<file path="src/rtl/rs_ff_driver.sv">
// rs_ff_driver: stimulus generator and checker for a clocked RS flip-flop.
// Each start runs an 8-step set/clear/hold pattern on r/s. Each pattern is
// held for HOLD_CYCLES cycles. q/qb are checked on the last cycle of every
// hold. Results stay on the outputs until the next start or reset.
module rs_ff_driver #(
    parameter int HOLD_CYCLES = 4
) (
    input  logic       clk,
    input  logic       rst,
    input  logic       start,
    input  logic       q,
    input  logic       qb,
    output logic       r,
    output logic       s,
    output logic       busy,
    output logic       done,
    output logic       pass,
    output logic [3:0] err_cnt,
    output logic [2:0] first_fail,
    output logic       fail_seen,
    output logic [2:0] step
);

    typedef enum logic [1:0] {
        IDLE = 2'd0,
        RUN  = 2'd1,
        DONE = 2'd2
    } state_t;

    localparam logic [7:0] HOLD_LAST = 8'(HOLD_CYCLES - 1);
    localparam logic [2:0] LAST_STEP = 3'd7;

    state_t     state, state_nxt;
    logic [7:0] hcnt, hcnt_nxt;
    logic [2:0] step_nxt;
    logic [3:0] err_nxt;
    logic [2:0] first_fail_nxt;
    logic       fail_seen_nxt;
    logic       r_nxt, s_nxt;
    logic       step_fail;

    // {r,s} drive for each step. The table has no 2'b11 entry, so the
    // forbidden combination cannot reach the flip-flop.
    function automatic logic [1:0] step_rs(input logic [2:0] idx);
        case (idx)
            3'd0:    step_rs = 2'b10;
            3'd1:    step_rs = 2'b00;
            3'd2:    step_rs = 2'b01;
            3'd3:    step_rs = 2'b00;
            3'd4:    step_rs = 2'b10;
            3'd5:    step_rs = 2'b01;
            3'd6:    step_rs = 2'b10;
            default: step_rs = 2'b00;
        endcase
    endfunction

    // Expected q once each step's pattern has settled through the flip-flop.
    function automatic logic step_q(input logic [2:0] idx);
        case (idx)
            3'd2, 3'd3, 3'd5: step_q = 1'b1;
            default:          step_q = 1'b0;
        endcase
    endfunction

    // A step fails on a wrong q, or on qb not being the complement of q.
    assign step_fail = (q != step_q(step)) || (qb != ~q);

    // State and datapath registers, cleared together by the synchronous reset.
    always_ff @(posedge clk) begin
        if (rst) begin
            state      <= IDLE;
            hcnt       <= '0;
            step       <= '0;
            err_cnt    <= '0;
            first_fail <= '0;
            fail_seen  <= 1'b0;
            r          <= 1'b0;
            s          <= 1'b0;
        end else begin
            state      <= state_nxt;
            hcnt       <= hcnt_nxt;
            step       <= step_nxt;
            err_cnt    <= err_nxt;
            first_fail <= first_fail_nxt;
            fail_seen  <= fail_seen_nxt;
            r          <= r_nxt;
            s          <= s_nxt;
        end
    end

    // Next-state logic: start and restart, hold counting, per-step check,
    // and stepping through the pattern table.
    always_comb begin
        state_nxt      = state;
        hcnt_nxt       = hcnt;
        step_nxt       = step;
        err_nxt        = err_cnt;
        first_fail_nxt = first_fail;
        fail_seen_nxt  = fail_seen;
        r_nxt          = 1'b0;
        s_nxt          = 1'b0;

        case (state)
            IDLE, DONE: begin
                if (start) begin
                    state_nxt      = RUN;
                    hcnt_nxt       = '0;
                    step_nxt       = '0;
                    err_nxt        = '0;
                    first_fail_nxt = '0;
                    fail_seen_nxt  = 1'b0;
                    {r_nxt, s_nxt} = step_rs(3'd0);
                end
            end
            RUN: begin
                {r_nxt, s_nxt} = {r, s};
                if (hcnt == HOLD_LAST) begin
                    if (step_fail) begin
                        err_nxt = err_cnt + 4'd1;
                        if (!fail_seen) begin
                            first_fail_nxt = step;
                            fail_seen_nxt  = 1'b1;
                        end
                    end
                    hcnt_nxt = '0;
                    if (step != LAST_STEP) begin
                        // The next pattern follows with no gap cycle.
                        step_nxt       = step + 3'd1;
                        {r_nxt, s_nxt} = step_rs(step + 3'd1);
                    end else begin
                        state_nxt      = DONE;
                        {r_nxt, s_nxt} = 2'b00;
                    end
                end else begin
                    hcnt_nxt = hcnt + 8'd1;
                end
            end
            default: begin
                state_nxt = IDLE;
            end
        endcase
    end

    assign busy = (state == RUN);
    assign done = (state == DONE);
    assign pass = (state == DONE) && (err_cnt == 4'd0);

endmodule

</file>
<file path="config.mk">
export PLATFORM = sky130hd
export DESIGN_NAME = rs_ff_driver
export DESIGN_NICKNAME = d
export VERILOG_FILES = /design/src/rtl/rs_ff_driver.sv
export SDC_FILE = /design/constraint.sdc
export NUM_CORES = 1
export LEC_CHECK = 0
export CORE_MARGIN = 3
export CORE_UTILIZATION = 35
export CTS_BUF_LIST = sky130_fd_sc_hd__clkbuf_8
export DETAILED_ROUTE_END_ITERATION = 8
export PLACE_DENSITY_LB_ADDON = 0.05
export SLEW_MARGIN = 20
export SYNTH_ARGS = -nofsm -noshare
export SYNTH_HDL_FRONTEND = slang
export SYNTH_SLANG_ARGS = --single-unit
</file>
<file path="constraint.sdc">
create_clock -name clk -period 3.14 [get_ports clk]
set_input_delay 0.471 -clock clk [delete_from_list [all_inputs] [get_ports clk]]
set_output_delay 0.471 -clock clk [all_outputs]
set_load 0.01 [all_outputs]
</file>
### After elaboration in Yosys (flattened, before gate mapping)

Index checks and enable logic that the tools add are counted.

| operators by class | value |
|---|---|
| mux-type cells | 30 |
| multipliers | 0 |
| shifts and indexed selects | 0 |
| order comparisons | 0 |
| equality and inequality tests | 19 |
| divide/modulo/power cells | 0 |
| bitwise logic cells | 2 |
| add/sub/neg operators | 3 |
| reduce and logical (&&, ||, !) cells | 16 |

Operators by type and width:

| kind | number |
|---|---|
| $mux W3 | 6 |
| $mux W8 | 2 |
| $pmux W8 S2 | 1 |
| $eq A3 B3 Y1 const B | 4 |
| $mux W4 | 3 |
| $pmux W3 S2 | 2 |
| $eq A3 B2 Y1 const B | 3 |
| $add A8 B1 Y8 const B | 1 |
| $eq A8 B2 Y1 const B | 1 |
| $mux W1 | 8 |
| $pmux W2 S2 | 2 |
| $pmux W4 S2 | 1 |
| $reduce_and A4 Y1 | 2 |
| $mux W2 | 3 |
| $ne A2 B1 Y1 const B | 3 |
| $ne A2 B2 Y1 const B | 3 |
| $reduce_or A2 Y1 | 3 |
| $reduce_or A3 Y1 | 2 |
| $reduce_and A5 Y1 | 1 |
| $add A4 B1 Y4 const B | 1 |
| $logic_not A4 Y1 | 1 |
| $pmux W1 S2 | 2 |
| $add A3 B1 Y3 const B | 1 |
| $logic_not A3 Y1 | 1 |
| 11 further kinds | 13 |

| word-level totals | value |
|---|---|
| bits in latches | 0 |
| bits of input ports | 5 |
| RAM bits | 0 |
| register bits after elaboration | 23 |
| memories | 0 |
| memory bits (read-only) | 0 |

### Logic depth before layout (Yosys ltp)

Gate-level depths: netlist of run 1.

| depth | value |
|---|---|
| depth in word-level cells | 8 |
| gate-level depth with buffers | 7 |
| gate-level depth less buffers | 6 |

### Worst setup path after synthesis of run 1

OpenSTA, ideal clock, no wires.

| path | value |
|---|---|
| path kind | register -> register |
| start point | register step[0] |
| end point | register err_cnt[1] |
| setup time | 129 ps |
| setup slack | 1257 ps |
| stages on the path, launching flop included | 7 |
| data arrival time | 1754 ps |
| clock period less this slack | 1883 ps |
| cells stage by stage | dfxtp_1 inv_1 ha_1 or3_4 a211o_4 nand3_1 o32ai_2 |

| between the ends | value |
|---|---|
| cells in the longest elaborated chain, start to end | 7 |
| elaborated cells between the ends (all ways) | 9 |
| those cells by class | 5 x eq/ne; 1 x mux; 3 x reduce/logical |

Ends and longest elaborated chain:

| element | RTL line | text |
|---|---|---|
| start, declared | 21 | `output logic [2:0] step` |
| start signal, assigned | 82 | `step <= step_nxt;` |
| $eq A3 B2 Y1 or $eq A3 B3 Y1 (tied branches) | 59 | `case (idx)` |
| $reduce_or A3 Y1 * | 59 |  |
| $mux W1 * | 59 |  |
| $ne A1 B1 Y1 * | 66 | `assign step_fail = (q != step_q(step)) \|\| (qb != ~q);` |
| $logic_or A1 B1 Y1 * | 66 |  |
| $ne A2 B1 Y1 (no source line) * | n/a |  |
| $reduce_and A4 Y1 (no source line) * | n/a |  |
| end signal, assigned | 83 | `err_cnt <= err_nxt;` |
| end, declared | 18 | `output logic [3:0] err_cnt,` |

Mark *: on every way between the ends. The rest lies on a longest branch, timed or not.
A chain may end at the register's enable or synchronous reset.

### Worst setup path in the final report of run 1

| path | value |
|---|---|
| start point | register err_cnt[0] |
| end point | output pass |

| between the ends | value |
|---|---|
| cells in the longest elaborated chain, start to end | 2 |

Ends and longest elaborated chain:

| element | RTL line | text |
|---|---|---|
| $logic_not A4 Y1 | 146 | `assign pass = (state == DONE) && (err_cnt == 4'd0);` |
| $logic_and A1 B1 Y1 | 146 |  |
| end, declared | 17 | `output logic pass,` |

No other way between the ends.

==> key figures, run 1 <==
Clock tree
  – TritonCTS Buffers: 3
  – Clock sink total: 23
  – Max clock buf depth: 2
  – Clock slew at reported path FFs: approximately 0.090 ns
  – Post_cts resized: 0
  – Hold-fix buffer count after cts: 0
  – Root Buffer: clkbuf_8
  – CTS H-tree depth: 1
  – Clock Latency Late Sink: ~0.27 ns
  – Number of setup buffers added after CTS: 0
  – CTS tree: done

Yosys
  – Post-synth EDFFs: 0
  – Post-synth top flop: dfxtp_1
  – Syn Inst Count: between 150 and 200
  – Seq cells post-synth: 23
  – Synth warn: 0
  – Post-synth top cells: 23 x dfxtp_1, 11 x a21oi_1, 11 x nand2_1, 8 x ha_1, 8 x inv_1
  – Synth top area cells: dfxtp_1 32%, ha_1 7.0%, mux2i_1 4.9%
  – Most frequent cell after synthesis: dfxtp_1
  – Seq/Total Area, Yosys: 0.321
  – Async S/R FF share, synth: 0
  – Area leader, netlist: dfxtp_1
  – Syn nets: approximately 170
  – Syn Area/Cell: just under 9 um^2
  – Top cell type's share of synthesized area: 0.321
  – Mapped cell area: approximately 1400 um^2
  – Post-synthesis cell type count: 44

Floorplan
  – Starting Density: 0.377
  – Die W: about 70 um
  – Core Area: around 3800 um^2
  – I/O pin count: 21
  – Die Span Y: around 70 um
  – DIE AREA: about 4900 um^2
  – Cell row count: 22

Power and ir drop
  – Part of the power in registers: 0.541
  – Power Internal: just over 400 uW
  – Maximum VDD drop: about 0.26 mV
  – Combinational fraction of design power: 0.120
  – LEAKAGE: approximately 0.00062 uW
  – P_sw: 143 uW
  – Switching Share: 0.260
  – Clk pwr share: 0.339
  – Cell area power density: 322 nW/um^2

Worst setup path
  – CP Data Arrival Time: 1.72 ns
  – Crit-path cells: inv_1, ha_1, nor4b_1, clkdlybuf4s50_1
  – Crit path max-delay family: buffers and inverters
  – Setup crit start kind: register
  – Required time worst endpoint: approximately 2.7 ns
  – CP max stage delay: around 0.60 ns
  – Worst Path Max Fanout: 4
  – Buf/Inv on CP: 2
  – Critical path class: reg2out
  – Crit-path slowest cell: clkdlybuf4s50_1
  – Worst setup EP type: output port

STA
  – Slew headroom: 0.414
  – Period utilization: 0.699
  – Hold Violations, Final: 0
  – Final setup fails: 0
  – RSZ-0062 raised after global routing: false
  – Setup WS post-layout: ~0.94 ns
  – Max-slew violations: 0
  – Clk_skew: between 0.004 and 0.005 ns
  – Setup TNS: 0 ns
  – Final hold slack: around 0.5 ns
  – Crit path time final: roughly 2.2 ns
  – Worst slew pin tran: 0.879 ns
  – Fmax: between 400 and 500 MHz

Global routing
  – GRT Total Usage: 0.150
  – Largest net degree at the start of global routing: 22
  – Initial antenna violation count: 0
  – Vias in the first global route: 1260
  – Gr ovfl total: 0
  – First-pass GRT wire length: slightly above 6 mm

Detailed routing
  – Detailed-route via count: roughly 1200
  – DRT Pass-1 Iters: 4
  – Routed length per instance: between 15 and 20 um
  – Vias per Instance: around 5.5
  – Remaining DRCs: 0
  – Final wirelength: 3.45 mm
  – Remaining antenna violation count: 0
  – DR iter-0 viols: 53

Min path
  – HP Class: reg2reg

Placement
  – Global placer's final weighted congestion: 0.756
  – Port bufs: 20
  – Placed Instances: about 220
  – Post-DP HPWL: approximately 2.5 mm
  – DP Worst Slack: between 0.9 and 1 ns

Final layout
  – Ant diodes: 0
  – Final net count: roughly 190
  – Final std cells w/o fill: 227
  – Area growth, synth to finish: 19.7%
  – Final core utilization: 0.452
  – Share of cells above drive strength 1: 0.0894

Status
  – Status: finished clean

Flow run
  – Max-Cap Viols: 0
## flip-flops by register name (all words and copies together) (netlist names)
register / count
hcnt: 8
err_cnt: 4
first_fail: 3
step: 3
state: 2
fail_seen: 1
r: 1
s: 1
## final timing paths
kind | slack [ns] | cells past startpoint | start | end
setup / recovery | 0.94 | 4 | err_cnt[0] | pass
hold / removal | 0.49 | 2 | fail_seen | fail_seen
setup reg to reg | 1.04 | 5 | hcnt[0] | hcnt[7]
hold reg to reg | 0.49 | 2 | fail_seen | fail_seen
## cells in the final DEF (no fill, tap or decap), types with 2 or more instances in the layout
master           count
dfxtp_1             23
clkdlybuf4s50_1     20
nand2_1             11
a21oi_1             11
inv_1                8
ha_1                 8
mux2i_1              7
nor3_1               7
nand3b_1             7
nor2_1               7
nand2b_1             6
nand3_1              6
and3_1               6
or3_1                4
a311oi_1             4
o21ai_0              3
a41oi_1              3
nand4_1              3
clkbuf_8             3
or2b_1               2
nor4_1               2
nor2b_1              2
a211oi_1             2
a31o_1               2
buf_4                2
## power by group through the flow
stage / Clock (uW) / Sequential (uW) / Combinational, uW
finish: 187 / 299 / 66.1
CTS: 196 / 299 / 66.7
detailed placement: 0 / 305 / 66.4
floorplan: 0 / 305 / 41.0
global route: 211 / 299 / 73.7
global placement: 0 / 305 / 64.7
## layer usage
metal | track usage | wire, um
met1 | 0.206 | 1720
met2 | 0.226 | 1510
met3 | 0.0374 | 132
met4 | 0.0574 | 76
met5 | 0 | 0
## cell type report
class	instances	area (um^2)
Fill cell	381	2080
Clock buffer	3	41.3
Tap cell	48	60.1
Inverter	9	33.8
Timing Repair Buffer	22	215
Sequential cell	23	460
Clock inverter	1	5.00
Multi-Input combinational cell	121	901
## stage by stage
step | area (um^2) | total power (uW)
floorplan | 1430 | 346
global placement | 1670 | 370
detailed placement | 1670 | 372
CTS | 1720 | 561
global route | 1720 | 585
finish | 1720 | 552
## worst reg2reg max path, cell delays in order, from the launching register on
cell	delay [ns]
dfxtp_1	0.35
ha_1	0.25
nor4b_4	0.17
a21oi_1	0.70
o21ai_0	0.24
a311oi_1	0.30
## cells by family after synthesis
family                   synth area share
AND/OR/NAND/NOR                     0.311
AO/OA/AOI/OAI                       0.199
flip-flops                          0.321
buffers and inverters              0.0506
adder cells (fa/ha/maj)            0.0698
multiplexers                       0.0489
(Power assumes the default switching activity.)
==> run 2: changes to the inputs <==
Clock period 3.14 ns to 2.1 ns, I/O delays scaled along.
==> key figures, run 2 (synthesized netlist as in run 1, its figures left out) <==
Final layout
  – Area growth, synth to finish: 22.2% (was 19.7%)
  – Max reg flops: 8 (unchanged)
  – Biggest regs: hcnt: 8 flops, err_cnt: 4 flops (unchanged)
  – Share of cells above drive strength 1: 0.109 (was 0.0894)
  – Largest Register: hcnt (unchanged)
  – Ant diodes: 0 (unchanged)
  – Final net count: 197 (was 193)
  – Most frequent cells in the layout: 23 x dfxtp_1, 20 x clkdlybuf4s50_1, 11 x nand2_1, 11 x a21oi_1, 9 x inv_1 (was 23 x dfxtp_1, 20 x clkdlybuf4s50_1, 11 x nand2_1, 11 x a21oi_1)
  – Final core utilization: 0.461 (was 0.452)
  – Commonest non-fill, non-tap cell in the layout: dfxtp_1 (unchanged)

Worst setup path
  – Worst Path Max Fanout: 5 (was 4)
  – Required time worst endpoint: 1.78 ns (was 2.67 ns)
  – CP Data Arrival Time: 1.62 ns (was 1.72 ns)
  – CP max stage delay: 0.56 ns (was 0.60 ns)
  – Crit-path slowest cell: clkdlybuf4s50_1 (unchanged)
  – Setup crit start kind: register (unchanged)
  – CP Depth: 3 (was 4)
  – Critical path class: reg2out (unchanged)
  – Worst setup EP type: output port (unchanged)
  – Worst reg2reg path depth: 6 (was 5)
  – Crit path max-delay family: buffers and inverters (unchanged)
  – Crit-path cells: nand2b_1, nor4b_2, clkdlybuf4s50_1 (was inv_1, ha_1, nor4b_1, clkdlybuf4s50_1)
  – Flop2flop setup slack: 0.17 ns (was 1.04 ns)
  – Buf/Inv on CP: 1 (was 2)

Detailed routing
  – DR iter-0 viols: 79 (was 53)
  – Remaining DRCs: 0 (unchanged)
  – Routed length per instance: 14.5 um (was 15.2 um)
  – Remaining antenna violation count: 0 (unchanged)
  – Vias per Instance: 5.40 (was 5.47)
  – Final wirelength: 3.35 mm (was 3.45 mm)
  – DRT Pass-1 Iters: 4 (unchanged)
  – Detailed-route via count: 1248 (was 1241)

Global routing
  – Largest net degree at the start of global routing: 19 (was 22)
  – GRT Total Usage: 0.139 (was 0.150)
  – Vias in the first global route: 1179 (was 1260)
  – Initial antenna violation count: 0 (unchanged)
  – Gr ovfl total: 0 (unchanged)
  – First-pass GRT wire length: 5.70 mm (was 6.12 mm)

Floorplan
  – DIE AREA: 4900 um^2 (unchanged)
  – Starting Density: 0.377 (unchanged)
  – Cell row count: 22 (unchanged)
  – I/O pin count: 21 (unchanged)
  – Die W: 70.0 um (unchanged)
  – Core Area: 3800 um^2 (unchanged)
  – Die Span Y: 70.0 um (unchanged)

Power and ir drop
  – Clk pwr share: 0.340 (was 0.339)
  – LEAKAGE: 0.000644 uW (was 0.000618 uW)
  – Part of the power in registers: 0.534 (was 0.541)
  – Power Internal: 615 uW (was 409 uW)
  – Cell area power density: 477 nW/um^2 (was 322 nW/um^2)
  – Combinational fraction of design power: 0.126 (was 0.120)
  – Switching Share: 0.264 (was 0.260)
  – Maximum VDD drop: 0.194 mV (was 0.256 mV)
  – P_sw: 220 uW (was 143 uW)

Flow run
  – Max-Cap Viols: 0 (unchanged)

STA
  – Slew headroom: 0.641 (was 0.414)
  – Fmax: 516 MHz
  – Setup TNS: 0 ns (unchanged)
  – Final setup fails: 0 (unchanged)
  – Max-slew violations: 0 (unchanged)
  – Crit path time final: between 1.5 and 2 ns
  – Hold Violations, Final: 0 (unchanged)
  – RSZ-0062 raised after global routing: false (unchanged)
  – Period utilization: 0.923
  – Clk_skew: 0.00671 ns (was 0.00498 ns)
  – Worst slew pin tran: 0.536 ns (was 0.879 ns)

Clock tree
  – Hold-fix buffer count after cts: 0 (unchanged)
  – Root Buffer: clkbuf_8 (unchanged)
  – Clock Latency Late Sink: 0.27 ns (about the same)
  – Clock sink total: 23 (unchanged)
  – CTS tree: done (unchanged)
  – TritonCTS Buffers: 3 (unchanged)
  – Max clock buf depth: 2 (unchanged)
  – Clock slew at reported path FFs: 0.09 ns (about the same)
  – CTS H-tree depth: 1 (unchanged)

Placement
  – Post-DP HPWL: 2.50 mm (was 2.53 mm)
  – Global placer's final weighted congestion: 0.844 (was 0.756)
  – Port bufs: 20 (unchanged)

Min path
  – HP Class: reg2reg (unchanged)
  – Hold Path Depth: 2 (unchanged)

Status
  – Status: finished clean (unchanged)
-- run 2: stage by stage --
stage	power (uW)	cells	area (um^2)	worst slack, ns	hold WS, ns
3_3_place_gp	560	227	1700	0.225	0.478
6_report	835	231	1750	0.162	0.489
4_1_cts	844	231	1750	0.0669	0.493
5_1_grt	873	231	1750	0.0386	0.518
2_1_floorplan	518	161	1430	0.217	0.486
3_5_place_dp	562	227	1700	0.197	0.474
-- run 2: layout make-up --
cell class / instances / area (um^2)
Multi-Input combinational cell: 121 / 907
Timing Repair Buffer: 26 / 245
Clock inverter: 1 / 3.75
Fill cell: 371 / 2050
Inverter: 9 / 33.8
Clock buffer: 3 / 41.3
Sequential cell: 23 / 460
Tap cell: 48 / 60.1
-- run 2: timing repair --
| action | in CTS | in global routing |
|---|---|---|
| endpoints found under the setup margin | 0 | 1 |
| buffers inserted | 0 | 0 |
| gates resized for setup | 0 | 1 |
-- run 2: worst paths after layout --
check | from | to
setup / recovery | state[0] | pass
hold / removal | fail_seen | fail_seen
setup reg to reg | step[0] | first_fail[0]
hold reg to reg | fail_seen | fail_seen
-- run 2: worst register-to-register path, cell delays in order, from the launching register on --
cell and delay [ns]:
dfxtp_1 0.43, inv_1 0.12, ha_1 0.22, or3_4 0.39, a211o_4 0.39, nand4b_4 0.13
mux2i_1 0.18
-- run 2: metal layers --
layer / share of wire / GRT usage / vias to the layer above
li1: - / - / 643
met1: 0.54 / 0.197 / 582
met2: 0.43 / 0.218 / 19
met3: 0.027 / 0.0187 / 4
met4: 0.0087 / 0.0426 / 0
met5: 0 / 0 / -
-- run 2: power by group through the flow --
stage | clock (uW) | sequential, uW | combinational (uW)
2_1_floorplan | 0 | 456 | 61.3
5_1_grt | 310 | 447 | 117
3_3_place_gp | 0 | 456 | 104
3_5_place_dp | 0 | 456 | 106
6_report | 284 | 446 | 105
4_1_cts | 292 | 446 | 106
==> run 3: changes to the inputs <==
Settings changed: CORE_MARGIN 3 to default.
==> key figures, run 3 (synthesized netlist as in run 1, its figures left out) <==
Final layout
  – Final net count: 198 (was 197)
  – Largest Register: hcnt (unchanged)
  – Max reg flops: 8 (unchanged)
  – Final std cells w/o fill: 232 (was 231)
  – Share of cells above drive strength 1: 0.114 (was 0.109)
  – Biggest regs: hcnt: 8 flops, err_cnt: 4 flops (unchanged)
  – Commonest non-fill, non-tap cell in the layout: dfxtp_1 (unchanged)
  – Area growth, synth to finish: 22.3% (was 22.2%)
  – Final Cell Area: 1750 um^2 (about the same)
  – Ant diodes: 0 (unchanged)
  – Most frequent cells in the layout: 23 x dfxtp_1, 20 x clkdlybuf4s50_1, 11 x nand2_1, 11 x a21oi_1 (was 23 x dfxtp_1, 20 x clkdlybuf4s50_1, 11 x nand2_1, 11 x a21oi_1, 9 x inv_1)

Power and ir drop
  – Overall Power: 840 uW (was 835 uW)
  – Maximum VDD drop: 0.233 mV (was 0.194 mV)
  – Part of the power in registers: 0.531 (was 0.534)
  – P_sw: 221 uW (was 220 uW)
  – LEAKAGE: 0.000643 uW (was 0.000644 uW)
  – Clk pwr share: 0.341 (was 0.340)
  – Power Internal: 620 uW (was 615 uW)
  – Combinational fraction of design power: 0.128 (was 0.126)
  – Switching Share: 0.263 (was 0.264)
  – Cell area power density: 479 nW/um^2 (was 477 nW/um^2)

Global routing
  – Vias in the first global route: 1196 (was 1179)
  – Largest net degree at the start of global routing: 19 (unchanged)
  – First-pass GRT wire length: 5.65 mm (was 5.70 mm)
  – GRT Total Usage: 0.171 (was 0.139)
  – Initial antenna violation count: 0 (unchanged)
  – Gr ovfl total: 0 (unchanged)

STA
  – Setup TNS: 0 ns (unchanged)
  – Final setup fails: 0 (unchanged)
  – Hold Violations, Final: 0 (unchanged)
  – Worst slew pin tran: 0.526 ns (was 0.536 ns)
  – Slew headroom: 0.647 (was 0.641)
  – Clk_skew: 0.00311 ns (was 0.00671 ns)
  – Crit path time final: 2.01 ns (was 1.94 ns)
  – Final hold slack: 0.492 ns (was 0.489 ns)
  – Fmax: 496 MHz (was 516 MHz)
  – Period utilization: 0.959 (was 0.923)
  – RSZ-0062 raised after global routing: false (unchanged)
  – Max-slew violations: 0 (unchanged)

Floorplan
  – I/O pin count: 21 (unchanged)
  – Starting Density: 0.377 (unchanged)
  – Die W: 66.0 um (was 70.0 um)
  – DIE AREA: 4360 um^2 (was 4900 um^2)
  – Die Span Y: 66.0 um (was 70.0 um)
  – Core Area: 3800 um^2 (unchanged)
  – Cell row count: 22 (unchanged)

Detailed routing
  – Routed length per instance: 14.5 um (about the same)
  – DR iter-0 viols: 77 (was 79)
  – Final wirelength: 3.37 mm (was 3.35 mm)
  – Vias per Instance: 5.46 (was 5.40)
  – DRT Pass-1 Iters: 4 (unchanged)
  – Remaining DRCs: 0 (unchanged)
  – Detailed-route via count: 1267 (was 1248)
  – Remaining antenna violation count: 0 (unchanged)

Clock tree
  – Root Buffer: clkbuf_8 (unchanged)
  – Number of setup buffers added after CTS: 0 (unchanged)
  – Clock sink total: 23 (unchanged)
  – TritonCTS Buffers: 3 (unchanged)
  – CTS H-tree depth: 1 (unchanged)
  – Hold-fix buffer count after cts: 0 (unchanged)
  – Clock slew at reported path FFs: 0.09 ns (about the same)
  – Clock Latency Late Sink: 0.27 ns (about the same)
  – CTS tree: done (unchanged)
  – Max clock buf depth: 2 (unchanged)
  – Post_cts resized: 0 (unchanged)

Worst setup path
  – Worst setup EP type: output port (unchanged)
  – Buf/Inv on CP: 1 (unchanged)
  – Crit path max-delay family: buffers and inverters (unchanged)
  – Worst Path Max Fanout: 5 (unchanged)
  – Required time worst endpoint: 1.78 ns (about the same)
  – CP max stage delay: 0.58 ns (was 0.56 ns)
  – CP Data Arrival Time: 1.70 ns (was 1.62 ns)
  – Flop2flop setup slack: 0.14 ns (was 0.17 ns)
  – Crit-path cells: nand2b_1, nor4b_1, clkdlybuf4s50_1 (was nand2b_1, nor4b_2, clkdlybuf4s50_1)
  – Setup crit start kind: register (unchanged)
  – Crit-path slowest cell: clkdlybuf4s50_1 (unchanged)
  – Critical path class: reg2out (unchanged)

Placement
  – Post-DP Area: 1710 um^2 (was 1700 um^2)
  – Port bufs: 20 (unchanged)
  – Global placer's final weighted congestion: 0.774 (was 0.844)
  – Placed Instances: 228 (was 227)
  – Post-DP HPWL: 2.49 mm (was 2.50 mm)

Status
  – Status: finished clean (unchanged)

Flow run
  – Max-Cap Viols: 0 (unchanged)

Min path
  – HP Class: reg2reg (unchanged)
-- run 3: cell types whose count changed in the layout (fill, tap and decap cells not counted), sizes merged --
| cell | delta |
|---|---|
| buf | +1 |
| clkinv | +1 |
| inv | -1 |
-- run 3: path summary, 6_finish.rpt --
path / start / cells after the start / to
setup / recovery: state[0] / 3 / pass
hold reg to reg: fail_seen / 2 / fail_seen
hold / removal: fail_seen / 2 / fail_seen
setup reg to reg: step[0] / 6 / first_fail[1]
-- run 3: power by group through the flow --
stage | logic, uW | registers, uW | clock network, uW
2_1_floorplan | 61.3 | 456 | 0
3_3_place_gp | 108 | 456 | 0
3_5_place_dp | 108 | 456 | 0
4_1_cts | 108 | 446 | 304
5_1_grt | 117 | 447 | 324
6_report | 108 | 446 | 286
-- run 3: per-layer routing --
layer  share of wire  global-route usage
met1            0.50               0.233
met2            0.45               0.272
met3           0.041              0.0293
met4           0.011              0.0559
met5               0                   0
-- run 3: through the flow --
step | setup WS, ns | utilization
after floorplan | 0.217 | -
after global placement | 0.228 | 0.450
after detailed placement | 0.136 | 0.450
after CTS | 0.0809 | 0.462
after global routing | 0.00938 | 0.462
final | 0.0859 | 0.462
-- run 3: layout make-up --
type / instances / area [um^2]
fillers: 396 / 2040
repair buffers: 27 / 253
clock buffers: 3 / 41.3
clock inverters: 1 / 5.00
flip-flops and latches: 23 / 460
well taps: 48 / 60.1
multi-input cells: 121 / 901
inverters: 9 / 33.8
-- run 3: tightest hold or removal path, stage by stage (launching register included) --
cell and delay [ns]:
dfxtp_1 0.33, nand2_1 0.06, a21oi_1 0.06
